==> config.mk <==
export PLATFORM = sky130hd
export DESIGN_NAME = dino_ctrl_flat
export DESIGN_NICKNAME = d
export VERILOG_FILES = /design/src/rtl/dino_if.sv /design/src/rtl/dino_ctrl.sv /design/src/flat_wrapper.sv
export SDC_FILE = /design/constraint.sdc
export NUM_CORES = 1
export LEC_CHECK = 0
export CORE_MARGIN = 2
export CORE_UTILIZATION = 45
export DETAILED_ROUTE_END_ITERATION = 10
export PLACE_DENSITY = 0.79
export SYNTH_ARGS = -nofsm -noshare
export SYNTH_HDL_FRONTEND = slang
export SYNTH_SLANG_ARGS = --single-unit
==> constraint.sdc <==
create_clock -name clk -period 2.4 [get_ports clk]
set_input_delay 0.72 -clock clk [delete_from_list [all_inputs] [get_ports clk]]
set_output_delay 0.72 -clock clk [all_outputs]
set_load 0.02 [all_outputs]
==> src/rtl/dino_if.sv <==
// dino_if -- frame/button/collision inputs and game-state outputs of the
// dino game controller, bundled as one port.
//
//   new_frame  single-cycle pulse once per video frame
//   btn_jump   jump/start button level, already synchronised to clk
//   collision  dino/obstacle pixel overlap, valid in any cycle
//   state      game state (IDLE=00, RUN=01, JUMP=10, OVER=11)
//   dino_y     dino height above ground in pixels
//   score      4-digit BCD current score
//   hi_score   4-digit BCD high score
//
// master: the side that drives frame/button/collision (video + input logic)
// slave : the controller itself
interface dino_if;
  logic        new_frame;
  logic        btn_jump;
  logic        collision;
  logic [1:0]  state;
  logic [7:0]  dino_y;
  logic [15:0] score;
  logic [15:0] hi_score;

  modport master (
    output new_frame, btn_jump, collision,
    input  state, dino_y, score, hi_score
  );

  modport slave (
    input  new_frame, btn_jump, collision,
    output state, dino_y, score, hi_score
  );
endinterface

==> src/rtl/dino_ctrl.sv <==
// dino_ctrl -- game-state controller for a side-scrolling dino game.
//
// Tracks the game state, the dino's jump arc (integer ballistic motion with
// constant gravity) and a saturating 4-digit BCD score.  All game updates
// happen only in new_frame cycles; button presses and collisions arriving
// between frames are latched in sticky flags so they are never missed.
//
// Parameters
//   JUMP_V0           initial upward velocity, pixels/frame (1..21)
//   GRAVITY           velocity decrement per frame (1..JUMP_V0)
//   FRAMES_PER_POINT  frames per score increment (1..63)
//
// Ports
//   clk   system clock, rising edge
//   rst   asynchronous reset, active low
//   bus   dino_if.slave (new_frame, btn_jump, collision in;
//         state, dino_y, score, hi_score out)
//
// Optional feature
//   DINO_HIGH_SCORE_EN  when defined, hi_score captures the final score on
//                       entry to OVER if it beats the stored value; when not
//                       defined, hi_score is tied to zero.
module dino_ctrl #(
  parameter int JUMP_V0          = 16,
  parameter int GRAVITY          = 1,
  parameter int FRAMES_PER_POINT = 6
) (
  input  logic   clk,
  input  logic   rst,
  dino_if.slave  bus
);

  typedef enum logic [1:0] {
    IDLE = 2'b00,
    RUN  = 2'b01,
    JUMP = 2'b10,
    OVER = 2'b11
  } state_t;

  localparam logic signed [7:0] V0         = 8'(JUMP_V0);
  localparam logic signed [7:0] GRAV       = 8'(GRAVITY);
  localparam logic signed [7:0] VEL_START  = V0 - GRAV;
  localparam logic        [5:0] LAST_FRAME = 6'(FRAMES_PER_POINT - 1);

  state_t             state_q, state_d;
  logic        [7:0] dino_y_q, dino_y_d;
  logic signed [7:0] vel_q, vel_d;
  logic       [15:0] score_q, score_d;
  logic        [5:0] frame_cnt_q, frame_cnt_d;
  logic              jump_req_q, jump_req_d;
  logic              hit_q, hit_d;
  logic              btn_q;

  logic              btn_rise;
  logic              in_play;
  logic              jump_eff;
  logic              hit_eff;
  logic signed [8:0] y_ext, v_ext, y_sum;

  // Increment a 4-digit BCD value with per-digit carry, holding at 9999.
  function automatic logic [15:0] bcd_inc(input logic [15:0] v);
    logic [15:0] r;
    logic        carry;
    r     = v;
    carry = 1'b1;
    if (v != 16'h9999) begin
      for (int i = 0; i < 4; i++) begin
        if (carry) begin
          if (r[4*i +: 4] == 4'd9) begin
            r[4*i +: 4] = 4'd0;
          end else begin
            r[4*i +: 4] = r[4*i +: 4] + 4'd1;
            carry       = 1'b0;
          end
        end
      end
    end
    return r;
  endfunction

  assign btn_rise = bus.btn_jump & ~btn_q;
  assign in_play  = (state_q == RUN) || (state_q == JUMP);

  // Frame decisions see the sticky flags plus whatever arrives in the frame
  // cycle itself, so an event coinciding with new_frame is not lost.
  assign jump_eff = jump_req_q | btn_rise;
  assign hit_eff  = hit_q | (bus.collision & in_play);

  // Height and velocity widened to 9-bit signed so a downward step below
  // ground shows up as a non-positive sum instead of wrapping.
  assign y_ext = {1'b0, dino_y_q};
  assign v_ext = {vel_q[7], vel_q};
  assign y_sum = y_ext + v_ext;

  // NOTE: every variable assigned in this block gets a default first, so
  // no path leaves it unassigned and no latch is inferred.
  always_comb begin
    state_d     = state_q;
    dino_y_d    = dino_y_q;
    vel_d       = vel_q;
    score_d     = score_q;
    frame_cnt_d = frame_cnt_q;
    jump_req_d  = bus.new_frame ? 1'b0 : jump_eff;
    hit_d       = bus.new_frame ? 1'b0 : hit_eff;

    if (bus.new_frame) begin
      // Scoring runs independently of the transition, so the frame that
      // ends the game still earns its point.
      if (in_play) begin
        if (frame_cnt_q == LAST_FRAME) begin
          frame_cnt_d = 6'd0;
          score_d     = bcd_inc(score_q);
        end else begin
          frame_cnt_d = frame_cnt_q + 6'd1;
        end
      end

      unique case (state_q)
        IDLE: begin
          if (jump_eff) begin
            state_d     = RUN;
            score_d     = 16'h0000;
            frame_cnt_d = 6'd0;
          end
        end
        RUN: begin
          if (hit_eff) begin
            state_d = OVER;
          end else if (jump_eff) begin
            state_d  = JUMP;
            dino_y_d = V0;
            vel_d    = VEL_START;
          end
        end
        JUMP: begin
          // jump_req is deliberately not examined here: no double jump.
          if (hit_eff) begin
            state_d = OVER;
          end else if (y_sum <= 9'sd0) begin
            state_d  = RUN;
            dino_y_d = 8'd0;
            vel_d    = 8'sd0;
          end else begin
            dino_y_d = y_sum[7:0];
            vel_d    = vel_q - GRAV;
          end
        end
        OVER: begin
          if (jump_eff) begin
            state_d     = RUN;
            score_d     = 16'h0000;
            frame_cnt_d = 6'd0;
            dino_y_d    = 8'd0;
            vel_d       = 8'sd0;
          end
        end
        default: state_d = IDLE;
      endcase
    end
  end

  // NOTE: sequential state uses non-blocking assignments so every register
  // samples pre-edge values regardless of statement order.
  always_ff @(posedge clk or negedge rst) begin
    if (!rst) begin
      state_q     <= IDLE;
      dino_y_q    <= 8'd0;
      vel_q       <= 8'sd0;
      score_q     <= 16'h0000;
      frame_cnt_q <= 6'd0;
      jump_req_q  <= 1'b0;
      hit_q       <= 1'b0;
      btn_q       <= 1'b0;
    end else begin
      state_q     <= state_d;
      dino_y_q    <= dino_y_d;
      vel_q       <= vel_d;
      score_q     <= score_d;
      frame_cnt_q <= frame_cnt_d;
      jump_req_q  <= jump_req_d;
      hit_q       <= hit_d;
      btn_q       <= bus.btn_jump;
    end
  end

`ifdef DINO_HIGH_SCORE_EN
  logic [15:0] hi_score_q;
  logic        enter_over;

  // score_d already includes any increment earned on the final frame.
  assign enter_over = bus.new_frame && in_play && (state_d == OVER);

  always_ff @(posedge clk or negedge rst) begin
    if (!rst) begin
      hi_score_q <= 16'h0000;
    end else if (enter_over && (score_d > hi_score_q)) begin
      hi_score_q <= score_d;
    end
  end

  assign bus.hi_score = hi_score_q;
`else
  assign bus.hi_score = 16'h0000;
`endif

  assign bus.state  = state_q;
  assign bus.dino_y = dino_y_q;
  assign bus.score  = score_q;

endmodule

==> src/flat_wrapper.sv <==
// flat-port wrapper written by rule: the top's interface ports become plain ports
module dino_ctrl_flat 
#(
  parameter int JUMP_V0          = 16,
  parameter int GRAVITY          = 1,
  parameter int FRAMES_PER_POINT = 6
)
  (clk, rst, bus_new_frame, bus_btn_jump, bus_collision, bus_state, bus_dino_y, bus_score, bus_hi_score);
  dino_if bus_i ();
  input  logic clk;
  input  logic rst;
  input wire logic [$bits(bus_i.new_frame)-1:0] bus_new_frame;
  input wire logic [$bits(bus_i.btn_jump)-1:0] bus_btn_jump;
  input wire logic [$bits(bus_i.collision)-1:0] bus_collision;
  output wire logic [$bits(bus_i.state)-1:0] bus_state;
  output wire logic [$bits(bus_i.dino_y)-1:0] bus_dino_y;
  output wire logic [$bits(bus_i.score)-1:0] bus_score;
  output wire logic [$bits(bus_i.hi_score)-1:0] bus_hi_score;
  assign bus_i.new_frame = bus_new_frame;
  assign bus_i.btn_jump = bus_btn_jump;
  assign bus_i.collision = bus_collision;
  assign bus_state = bus_i.state;
  assign bus_dino_y = bus_i.dino_y;
  assign bus_score = bus_i.score;
  assign bus_hi_score = bus_i.hi_score;
  dino_ctrl #(.JUMP_V0(JUMP_V0), .GRAVITY(GRAVITY), .FRAMES_PER_POINT(FRAMES_PER_POINT)) u_core (.clk(clk), .rst(rst), .bus(bus_i));
endmodule
==> results.yml <==
yosys:
  synth_most_common_cell: "dfrtp_1"
  yosysWarnings: 0
  yosysSeqAreaShare_pct: 35.6
  synthFlopType: "dfrtp_1"
  synth_seq_cells: 43
  synth_cell_types: 66
  synthArstFlopShare_pct: 100
  syn_avg_cell_area_um2: 9.02
  yosysTopAreaCellShare_pct: 35.6
  netlist_instances: 335
  synth.top_cells.by_count: "dfrtp_1 (43), nand2_1 (35), nor2_1 (28), o21ai_0 (18), buf_4 (16)"
  synth_area_leaders: "dfrtp_1 (36%), ha_1 (6.2%), nand2_1 (4.3%), buf_4 (4.0%), nor2_1 (3.5%)"
  syn_area_mm2: 0.00302
  synth_edf_count: 0
  synth_top_cell_by_area: "dfrtp_1"
timing:
  fin_setup_tns_ns: -1.20
  timing.fmax_mhz: 394
  fin_crit_ns: 2.54
  setup_ws_ns: -0.137
  relSlewSlack_pct: 59.7
  timing.final.max_slew_violations: 0
  holdWs_ns: 0.399
  worst_pin_slew_ns: 0.604
  finalCritPeriodShare_pct: 106
  rsz0062_at_grt: "yes"
  finalSetupViolCount: 14
  hold_viol_final: 0
  fin_worst_skew_ns: 0.00938
route:
  wl_mm: 7.55
  viasPerCell: 5.68
  antenna_left: 0
  drt_pass1_iterations: 4
  wire_per_inst_um: 15.4
  drc: 0
  drt_iter0_markers: 138
  vias: 2782
floorplanning:
  die_y_um: 85.9
  dieWidth_um: 85.9
  core-area_mm2: 0.00642
  dieArea_mm2: 0.00739
  io_pins: 47
  rows: 29
  start_util_pct: 47.0
clock_tree:
  clock-sinks: 43
  htree_levels: 2
  root_buffer: "clkbuf_8"
  numCtsBuffers: 5
  clk_latency_ns: 0.30
  clk_path_buf_depth: 2
  cts_tree: "done"
  postCtsHoldBufs: 0
  clk_pin_slew_ns: 0.09
setup_path:
  worstSetupPathType: "reg2reg"
  path_max_fanout: 4
  cp.required_ns: 2.57
  ff2ff_setup_slack_ns: -0.14
  endpoint_kind: "register"
  arrival_ns: 2.71
  startpoint_type: "register"
power:
  p_leak_nw: 1.64
  ir_drop_v: 0.000381
  p_per_area_mw_per_mm2: 888
global_routing:
  grt_usage_pct: 21.7
  antenna_found_initial: 0
  grt_max_degree: 23
  grt_pass1_vias: 2799
  grt_overflow: 0
  grt_pass1_wl_mm: 12.9
hold_path:
  hp-class: "in2async"
layout:
  antennaDiodeCount: 0
  synthToLayoutAreaGrowth_pct: 28.4
  ff_latch_area_mm2: 0.00108
  final_util_pct: 60.4
  multi_input_area_mm2: 0.00190
  drive_gt1_share_pct: 20.8
  n_fill_cell: 591
  fin_nets: 434
placement:
  preCtsSetupSlack_ns: -0.230
  dp_hpwl_mm: 5.65
  gp_congestion: 0.882
  port_buffers: 30
status:
  status: "finished, violations left"
  violations: "setup timing"
flow_run:
  cap_violations: 0
## flip-flops by register name (all words and copies together) (netlist names)
register            count
u_core.bus.score       16
u_core.bus.dino_y       8
u_core.vel_q            8
u_core.frame_cnt_q      6
u_core.bus.state        2
u_core.btn_q            1
u_core.hit_q            1
u_core.jump_req_q       1
## cell families after synthesis
logic type,Yosys count,share of synthesized area [%]
mux,1,0.331
simple gates,124,21.3
flops,43,35.6
other cells,1,0.124
fa+ha+maj,16,6.87
buf+inv,39,6.92
compound gates,97,23.9
xor+xnor,14,4.93
## per-layer routing
layer,vias to the layer above,track usage [%],wire length (µm)
met5,-,0,0
li1,1359,-,-
met4,0,6.49,115
met2,71,38.1,3850
met1,1342,27.3,3320
met3,10,3.37,268
## cell usage in the layout (no fill, tap or decap), types with 10 or more instances in the layout
cell and n:
a21oi_1 10, o21ai_0 18, dfrtp_1 41, inv_1 15, clkdlybuf4s50_1 29, nand3_1 11, nor2_1 28, buf_4 48
ha_1 14, conb_1 16, o211ai_1 11, nand2_1 34
## critical path: stages (launching register included)
cell	delay (ns)
dfrtp_2	0.43
ha_4	0.17
fa_2	0.36
a211oi_4	0.29
o21bai_2	0.12
a221oi_4	0.35
buf_4	0.19
nand4_4	0.15
o211ai_1	0.25
a22oi_1	0.09
## cell type report
type                       count  area share [%]
timing repair buffer          79            17.2
clock inverter                 1           0.129
sequential                    43            27.8
tap                           77            2.48
clock buffer                   6            2.13
inverter                      15            1.45
multi-input combinational    269            48.8
## power by group
part / internal [mW] / switching (mW)
registers: 0.855 / 0.152
clock network: 0.226 / 0.251
logic: 0.892 / 1.07
## stage by stage
stage	power [mW]	instances	instance area [µm²]
floorplan	2.16	350	3110
global placement	2.81	475	3660
detailed placement	2.87	475	3660
CTS	3.43	488	3830
global route	3.71	490	3880
finish	3.45	490	3880
## timing repair
action / 4_1_cts / 5_1_grt
setup endpoints to repair: 16 / 17
gates resized for setup: 6 / 5
hold endpoints to repair: 0 / 0
pin swaps: 10 / 6
buffers inserted: 5 / 2
cloned: 1 / 0
## final timing paths
| kind | start | to | cells after the start |
|---|---|---|---|
| worst max register to register | u_core.bus.dino_y[0]$_DFFE_PN0P_ | u_core.vel_q[0]$_DFFE_PN0P_ | 9 |
| max in group asynchronous | rst | u_core.btn_q$_DFF_PN0_ | 2 |
| worst min-delay path | rst | u_core.bus.score[2]$_DFFE_PN0P_ | 1 |
| worst min register to register | u_core.bus.dino_y[5]$_DFFE_PN0P_ | u_core.bus.dino_y[5]$_DFFE_PN0P_ | 2 |
| min in group clk | u_core.bus.dino_y[5]$_DFFE_PN0P_ | u_core.bus.dino_y[5]$_DFFE_PN0P_ | 2 |
| worst max-delay path | u_core.bus.dino_y[0]$_DFFE_PN0P_ | u_core.vel_q[0]$_DFFE_PN0P_ | 9 |
No activity file was read; power rests on OpenSTA's default activity.
